`src/rtl/audio_pkg.sv`:
```
// Shared constants and types for the speaker tone path and its SPI DAC serializer.
package audio_pkg;
    localparam int          DAC_FRAME_BITS = 16;
    localparam logic [11:0] DAC_MIDSCALE   = 12'd2048;
    localparam logic [3:0]  MAX_LEVEL      = 4'd9;
    localparam logic [1:0]  DAC_PD_NORMAL  = 2'b00;

    typedef enum logic [1:0] {
        IDLE,
        SHIFT,
        DONE
    } tx_state_t;

    function automatic logic [3:0] clamp_level(input logic [3:0] level);
        return (level > MAX_LEVEL) ? MAX_LEVEL : level;
    endfunction
endpackage

```
`src/rtl/dac_spi_tx.sv`:
```
// 16-bit SPI frame serializer for a DAC121S101-style converter (sync low, SCLK idles high).
// state | meaning
// IDLE  | sync/sclk high, waiting for start
// SHIFT | sync low, 16 bits MSB first, din updated at start of each bit
// DONE  | one idle-level cycle before accepting the next frame
module dac_spi_tx
    import audio_pkg::*;
#(
    parameter int SCLK_DIV = 2
) (
    input  logic                      clock,
    input  logic                      reset,
    input  logic                      start,
    input  logic [DAC_FRAME_BITS-1:0] word,
    output logic                      dac_sync,
    output logic                      dac_sclk,
    output logic                      dac_din,
    output logic                      busy
);
    localparam int          PH_W     = $clog2(2 * SCLK_DIV);
    localparam logic [PH_W-1:0] PH_FALL = PH_W'(SCLK_DIV - 1);
    localparam logic [PH_W-1:0] PH_LAST = PH_W'(2 * SCLK_DIV - 1);
    localparam logic [3:0]  LAST_BIT = 4'(DAC_FRAME_BITS - 1);

    tx_state_t                 state_q, state_n;
    logic [DAC_FRAME_BITS-1:0] shift_q, shift_n;
    logic [PH_W-1:0]           phase_q, phase_n;
    logic [3:0]                bit_q, bit_n;
    logic                      sync_q, sync_n;
    logic                      sclk_q, sclk_n;
    logic                      din_q, din_n;

    always_ff @(posedge clock or posedge reset) begin
        if (reset) begin
            state_q <= IDLE;
            shift_q <= '0;
            phase_q <= '0;
            bit_q   <= '0;
            sync_q  <= 1'b1;
            sclk_q  <= 1'b1;
            din_q   <= 1'b0;
        end else begin
            state_q <= state_n;
            shift_q <= shift_n;
            phase_q <= phase_n;
            bit_q   <= bit_n;
            sync_q  <= sync_n;
            sclk_q  <= sclk_n;
            din_q   <= din_n;
        end
    end

    always_comb begin
        state_n = state_q;
        shift_n = shift_q;
        phase_n = phase_q;
        bit_n   = bit_q;
        sync_n  = sync_q;
        sclk_n  = sclk_q;
        din_n   = din_q;
        unique case (state_q)
            IDLE: begin
                sync_n = 1'b1;
                sclk_n = 1'b1;
                din_n  = 1'b0;
                if (start) begin
                    state_n = SHIFT;
                    sync_n  = 1'b0;
                    din_n   = word[DAC_FRAME_BITS-1];
                    shift_n = {word[DAC_FRAME_BITS-2:0], 1'b0};
                    phase_n = '0;
                    bit_n   = '0;
                end
            end
            SHIFT: begin
                phase_n = phase_q + 1'b1;
                if (phase_q == PH_FALL) begin
                    sclk_n = 1'b0;
                end
                // Bit boundary: sclk rises and din moves together, well before the next falling edge.
                if (phase_q == PH_LAST) begin
                    phase_n = '0;
                    sclk_n  = 1'b1;
                    if (bit_q == LAST_BIT) begin
                        state_n = DONE;
                        sync_n  = 1'b1;
                        din_n   = 1'b0;
                    end else begin
                        bit_n   = bit_q + 1'b1;
                        din_n   = shift_q[DAC_FRAME_BITS-1];
                        shift_n = {shift_q[DAC_FRAME_BITS-2:0], 1'b0};
                    end
                end
            end
            DONE: begin
                state_n = IDLE;
            end
            default: begin
                state_n = IDLE;
            end
        endcase
    end

    assign dac_sync = sync_q;
    assign dac_sclk = sclk_q;
    assign dac_din  = din_q;
    assign busy     = (state_q == SHIFT);
endmodule

```
`src/rtl/audio_output_task.sv`:
```
// Level-scaled square tone generator streaming one 12-bit sample per sample tick to an SPI DAC.
module audio_output_task
    import audio_pkg::*;
#(
    parameter int CLK_HZ     = 100_000_000,
    parameter int SAMPLE_HZ  = 20_000,
    parameter int SAMPLE_DIV = CLK_HZ / SAMPLE_HZ,
    parameter int SCLK_DIV   = 2,
    parameter int TONE_INC   = 3277,
    parameter int AMP_STEP   = 200
) (
    input  logic       clock,
    input  logic       reset,
    input  logic       enable,
    input  logic [3:0] audio_output_number,
    output logic       dac_sync,
    output logic       dac_sclk,
    output logic       dac_din,
    output logic       busy,
    output logic       overrun
);
    localparam int CNT_W = $clog2(SAMPLE_DIV);

    logic [CNT_W-1:0]          tick_cnt;
    logic                      tick;
    logic [15:0]               acc;
    logic [3:0]                level;
    logic [10:0]               amp;
    logic [11:0]               sample;
    logic [DAC_FRAME_BITS-1:0] word;
    logic                      start;

    assign tick = (tick_cnt == CNT_W'(SAMPLE_DIV - 1));

    always_ff @(posedge clock or posedge reset) begin
        if (reset) begin
            tick_cnt <= '0;
        end else if (tick) begin
            tick_cnt <= '0;
        end else begin
            tick_cnt <= tick_cnt + 1'b1;
        end
    end

    assign level = clamp_level(audio_output_number);
    assign amp   = 11'(level) * 11'(AMP_STEP);

    // Amplitude never exceeds 1800, so midscale +/- amp stays inside 12 bits.
    always_comb begin
        sample = DAC_MIDSCALE;
        if (enable) begin
            sample = acc[15] ? (DAC_MIDSCALE + 12'(amp)) : (DAC_MIDSCALE - 12'(amp));
        end
    end

    assign word  = {2'b00, DAC_PD_NORMAL, sample};
    assign start = tick & ~busy;

    always_ff @(posedge clock or posedge reset) begin
        if (reset) begin
            acc     <= '0;
            overrun <= 1'b0;
        end else if (tick) begin
            acc <= enable ? (acc + 16'(TONE_INC)) : '0;
            if (busy) begin
                overrun <= 1'b1;
            end
        end
    end

    dac_spi_tx #(
        .SCLK_DIV(SCLK_DIV)
    ) u_tx (
        .clock   (clock),
        .reset   (reset),
        .start   (start),
        .word    (word),
        .dac_sync(dac_sync),
        .dac_sclk(dac_sclk),
        .dac_din (dac_din),
        .busy    (busy)
    );
endmodule

```
`config.mk`:
```
export PLATFORM = sky130hd
export DESIGN_NAME = audio_output_task
export DESIGN_NICKNAME = d
export VERILOG_FILES = /design/src/rtl/audio_pkg.sv /design/src/rtl/dac_spi_tx.sv /design/src/rtl/audio_output_task.sv
export SDC_FILE = /design/constraint.sdc
export NUM_CORES = 1
export LEC_CHECK = 0
export CORE_MARGIN = 1.5
export CORE_UTILIZATION = 54
export CTS_CLUSTER_DIAMETER = 100
export DETAILED_ROUTE_END_ITERATION = 10
export PLACE_DENSITY = 0.72
export SYNTH_ARGS = -nofsm -noshare
export SYNTH_HDL_FRONTEND = slang
export SYNTH_SLANG_ARGS = --single-unit
```
`constraint.sdc`:
```
create_clock -name clock -period 2.4 [get_ports clock]
set_clock_uncertainty 0.1 [all_clocks]
set_input_delay 0.24 -clock clock [delete_from_list [all_inputs] [get_ports clock]]
set_output_delay 0.24 -clock clock [all_outputs]
set_load 0.05 [all_outputs]
```
==> Yosys cells after proc, flatten, opt, wreduce, memory -nomap -nowiden <==
Cells that the tools add are included.
{ "classes": {"muxes": 30, "mul": 1, "eq_ne": 10, "reduce_logical": 9, "shift": 0, "bitwise_logic": 2, "magnitude_cmp": 1, "add_sub_neg": 6, "div": 0} }
{ "ops": {"columns": ["operator", "n"], "rows": [
  ["2-to-1 mux 16 bit", 4],
  ["one-hot mux 16 bit (2 select lines)", 1],
  ["2-to-1 mux 12 bit", 2],
  ["adder 16 x 12 -> 16 bit, second input constant", 1],
  ["2-to-1 mux 4 bit", 4],
  ["adder 13 x 1 -> 13 bit, second input constant", 1],
  ["== test 13 bit, second input constant", 1],
  ["2-to-1 mux 13 bit", 1],
  ["adder 12 x 11 -> 12 bit, first input constant", 1],
  ["subtractor 12 x 11 -> 12 bit, first input constant", 1],
  ["2-to-1 mux 2 bit", 5],
  ["multiplier 4 x 5 -> 8 bit, second input constant", 1],
  ["one-hot mux 2 bit (2 select lines)", 2],
  ["one-hot mux 4 bit (2 select lines)", 1],
  ["AND reduction 2 bit", 4],
  ["2-to-1 mux 1 bit", 7],
  ["one-hot mux 1 bit (2 select lines)", 3],
  ["AND reduction 3 bit", 2],
  ["adder 4 x 1 -> 4 bit, second input constant", 1],
  ["== test 2 x 1 -> 1 bit, second input constant", 2],
  ["== test 4 bit, second input constant", 1],
  ["greater-than comparator 4 bit, second input constant", 1],
  ["inequality test 2 x 1 -> 1 bit, second input constant", 2],
  ["inequality test 2 bit, second input constant", 2],
  ["8 further kinds", 8]
]} }
{ "totals": {"reg_bits": 57, "n_memories": 0, "mem_bits_rw": 0, "latchBits": 0, "inputBits": 7, "rom_bits": 0, "word_cells": 69} }

==> Depth between registers and ports, before layout <==
{ "logic_depth": {"word_depth": 8, "mapped_depth": 11, "mapped_depth_nobuf": 11} }

==> Modules after synthesis <==
Synthesis repeated with hierarchy kept, for this count alone.
{ "hier_totals": {"cells_unflattened": 341, "area_unflattened_um2": 3445.8} }
{ "by_module_without_submodules": {"columns": ["module", "area_per_inst_um2", "instances", "cells_each"], "rows": [
  ["audio_output_task", 2060.7, 1, 230],
  ["dac_spi_tx", 1385.1, 1, 111]
]} }

==> Worst setup path before layout <==
Ideal clock, no wire load.
{ "synth_path": {"path_kind": "input to register", "from": "input port audio_output_number[2]", "to": "register u_tx.shift_q[11]", "slack_ns": -0.217, "t_required_ns": 2.174, "arrival_time_ns": 2.391, "cell_stages": 11, "path_buffers": 0, "path_cell_list": "o21ai_1 nand2b_1 inv_1 ha_1 ha_1 fa_1 nor3_1 a41oi_1 xnor3_1 a22oi_1 a21oi_1"} }
{ "synth_between": {"elab_chain_len": 8, "word_cells_on_any_way": 9, "cone_classes": "2 x add/sub; 1 x mul; 1 x order compare; 5 x mux"} }
{ "synth_lines": {"columns": ["element", "line", "source"], "rows": [
  ["start: declaration", "audio_output_task.sv:15", "input logic [3:0] audio_output_number,"],
  ["greater-than comparator 4 bit", "audio_pkg.sv:15", "return (level > MAX_LEVEL) ? MAX_LEVEL : level;"],
  ["2-to-1 mux 4 bit *", "audio_pkg.sv:15", null],
  ["multiplier 4 x 5 -> 8 bit *", "audio_output_task.sv:46", "assign amp = 11'(level) * 11'(AMP_STEP);"],
  ["subtractor 12 x 11 -> 12 bit or adder 12 x 11 -> 12 bit (tied branches)", "audio_output_task.sv:52", "sample = acc[15] ? (DAC_MIDSCALE + 12'(amp)) : (DAC_MIDSCALE - 12'(amp));"],
  ["2-to-1 mux 12 bit *", "audio_output_task.sv:52", null],
  ["2-to-1 mux 12 bit *", "audio_output_task.sv:51", "if (enable) begin"],
  ["2-to-1 mux 16 bit *", "dac_spi_tx.sv:66", "if (start) begin"],
  ["one-hot mux 16 bit (2 select lines) *", "dac_spi_tx.sv:61", "unique case (state_q)"],
  ["end signal: assignment", "dac_spi_tx.sv:44", "shift_q <= shift_n;"],
  ["end: declaration", "dac_spi_tx.sv:26", "logic [DAC_FRAME_BITS-1:0] shift_q, shift_n;"]
]} }
Mark *: on every way between the ends. The rest lies on a longest branch, timed or not. The select of a mux whose other input is x is not followed.
A chain may end at the register's enable or synchronous reset.

==> Final worst setup path <==
{ "layout_path": {"from": "input port audio_output_number[1]", "to": "register u_tx.shift_q[11]"} }
Same word-level chain as after synthesis.

==> run_results.csv <==
group,metric,value,unit
outcome,outcome,"complete, no violations",
drt,vias,2221,
logic_synthesis,syn_avg_cell_area,9.92,um^2
global_routing,antenna_found_initial,0,
logic_synthesis,synth_area_leaders,"dfrtp_1, ha_1, a22o_1",
clock_tree,cts_hold_buf,0,
floorplanning,io_pins,12,
flow_run,maxCapViolCount,0,
worst_setup_path,path_max_fanout,3,
global_routing,track_usage,0.211,
finish,area_delta_synth_final,14.3,%
drt,drtPass1Iterations,4,
global_routing,grt_max_degree,32,
worst_setup_path,endpoint_kind,"flop",
logic_synthesis,synth-warning-count,0,
drt,vias_per_cell,5.69,
timing,holdWs,0.171,ns
logic_synthesis,syn_inst,301,
clock_tree,root_buffer,"clkbuf_8",
clock_tree,cts_tree,"done",
drt,drtIter0Drc,122,
floorplanning,die_area,5990,um^2
logic_synthesis,synth_area,2990,um^2
timing,rsz0062_at_grt,"no",
power_and_ir_drop,p_int,1.19,mW
finish,register_area,1330,um^2
placed_design,port_buffers,11,
power_and_ir_drop,clockPowerShare,0.322,
worst_setup_path,required,2.50,ns
global_routing,grt_pass1_wl,10.0,mm
clock_tree,ctsHtreeMaxLevel,2,
power_and_ir_drop,p_seq_frac,0.561,
clock_tree,cts_buffers,5,
finish,fillers,437,
logic_synthesis,synth.distinct_cells,55,
power_and_ir_drop,p_switching,399,uW
worst_setup_path,r2r-start,"tick_cnt[0]",
finish,fin_nets,340,
logic_synthesis,async_flop_share,1.00,
clock_tree,clock_sinks,53,
global_routing,grt_overflow,0,
power_and_ir_drop,power,1.59,mW
finish,drive_gt1_frac,0.178,
drt,drt-total-wl,5.81,mm
timing,finalSetupViolations,0,
min_path,hold_class,"input pin to asynchronous set/reset pin",
logic_synthesis,synth_edf_count,0,
worst_setup_path,crit_start,"audio_output_number[1]",
timing,postLayoutSetupSlackWorst,0.0816,ns
power_and_ir_drop,ir_drop,0.280,mV
logic_synthesis,synthesis.nets,322,
finish,postLayoutCellArea,3410,um^2
logic_synthesis,ys_seq_elements,53,
worst_setup_path,cp_data_arrival_time,2.42,ns
placed_design,placed_area,3250,um^2
timing,hold_viol,0,
timing,tightest_slew,0.505,ns
logic_synthesis,ys.flop_type,"dfrtp_1",
finish,multi_input_area,1620,um^2
floorplanning,start_util,0.574,
timing,final.period_utilization,0.966,
timing,drv_slew,0,
clock_tree,path_clk_slew,0.10,ns
placed_design,dp_hpwl,4.20,mm
drt,drc,0,
drt,wl_per_cell,14.9,um
power_and_ir_drop,p_comb_frac,0.117,
logic_synthesis,ys_seq_area_frac,0.445,
finish,antenna_cells,0,
worst_setup_path,cp-start-kind,"input pin",
placed_design,gp_congestion,0.824,
power_and_ir_drop,powerDensity,466,nW/um^2
floorplanning,die_y,77.4,um
power_and_ir_drop,sw_frac_of_total,0.251,
drt,ant_nets,0,
worst_setup_path,setup.worst_path.class,"input pin to flop",
logic_synthesis,yosys.area.top_type,"dfrtp_1",
placed_design,dp_slack,-0.640,ns
timing,maxSlewHeadroom,0.663,
timing,finalCriticalPeriod,2.32,ns
power_and_ir_drop,p_leak,1.56,nW
floorplanning,die_w,77.4,um
floorplanning,core,5200,um^2
timing,timing.fmax,431,MHz
floorplanning,rows,26,
logic_synthesis,synth_top_area_share,0.427,
clock_tree,clockBufferDepth,2,
global_routing,grt_pass1_vias,2084,
clock_tree,clkLatencyLatePin,0.31,ns
[through the flow]
| step | instances | setup TNS [ns] | utilization |
|---|---|---|---|
| detailed placement | 382 | -1.98 | 0.624 |
| global route | 390 | 0 | 0.656 |
| global placement | 382 | -1.57 | 0.624 |
| finish | 390 | 0 | 0.656 |
| floorplan | 301 | -0.00272 | - |
| CTS | 390 | 0 | 0.656 |
[layer usage]
| layer | track usage | vias up | wire length [um] |
|---|---|---|---|
| li1 | - | 1115 | - |
| met1 | 0.285 | 1064 | 2810 |
| met2 | 0.344 | 37 | 2790 |
| met3 | 0.0341 | 5 | 146 |
| met4 | 0.0709 | 0 | 55 |
| met5 | 0 | - | 0 |
[cell usage in the layout, fill, tap and decap left out, drive strengths merged, types with 8 or more instances in the layout]
master   n
dfrtp   51
nor2    27
nand2   25
o21ai   20
buf     17
inv     15
ha      13
a22o    12
a21oi   12
xnor2   11
nor3     9
a21o     8
nand4    8
[power by group through the flow]
stage	Sequential [mW]	Combinational (mW)	Clock, mW
finish	0.892	0.187	0.513
global route	0.893	0.206	0.564
floorplan	0.910	0.0957	0
global placement	0.910	0.155	0
CTS	0.892	0.185	0.530
detailed placement	0.910	0.160	0
[worst paths after layout]
| check | end | slack (ns) | cells past startpoint |
|---|---|---|---|
| setup / recovery | u_tx.shift_q[11] | 0.08 | 12 |
| hold / removal | u_tx.shift_q[5] | 0.17 | 2 |
| setup reg to reg | u_tx.shift_q[8] | 0.33 | 7 |
| hold reg to reg | tick_cnt[0] | 0.35 | 1 |
| max in group asynchronous | acc[13] | 1.49 | 3 |
| min in group clock | tick_cnt[0] | 0.35 | 1 |
[cell type report]
type,count,area share
multi-input combinational,218,0.475
inverter,14,0.0154
clock buffer,5,0.0202
timing repair buffer,27,0.0685
sequential,53,0.389
tap,70,0.0257
clock inverter,3,0.00623
[synth_stat cells, drive strengths merged, types with 2 or more instances]
library cell and number:
dfrtp 51, nor2 27, nand2 25, o21ai 20, inv 14, ha 13, a21oi 12, a22o 12
xnor2 11, buf 9, nor3 9, a21o 8, nand4 8, a22oi 7, a31oi 7, clkbuf 7
nand3 7, xor2 7, nand2b 4, nor2b 4, and2 3, and4 3, mux2i 3, o31ai 3
a211o 2, a311o 2, and4bb 2, dfstp 2, mux2 2, o21a 2
[kinds of logic after synthesis]
group,share of synthesized area
AOI/OAI and AO/OA,0.192
xor gates and xnor gates,0.0603
adders and majority gates,0.0612
buffers and inverters,0.0499
DFF,0.445
muxes,0.0176
and+or+nand+nor,0.174
[timing repair]
action,4_1_cts,5_1_grt
gates resized for setup,18,5
pin swaps,7,3
setup buffers,0,0
endpoints found under the setup margin,4,1
endpoints found under the hold margin,0,0
[sequential cells by signal, summed over array words and instances, names as in the netlist]
signal / cells
u_tx.dac_din: 1
tick_cnt: 13
u_tx.dac_sync: 1
u_tx.state_q: 2
u_tx.shift_q: 12
u_tx.dac_sclk: 1
u_tx.phase_q: 2
u_tx.bit_q: 4
acc: 16
overrun: 1
[critical path, stage by stage]
cell and delay (ns):
clkdlybuf4s15_2 0.22, o21ai_4 0.16, nand2b_4 0.07, buf_6 0.13
ha_4 0.17, ha_4 0.16, fa_2 0.57, nor3_4 0.05
a41oi_2 0.17, xnor3_1 0.25, a22oi_2 0.12, a21oi_1 0.09
Note: power is estimated with default switching activity, not from simulation.
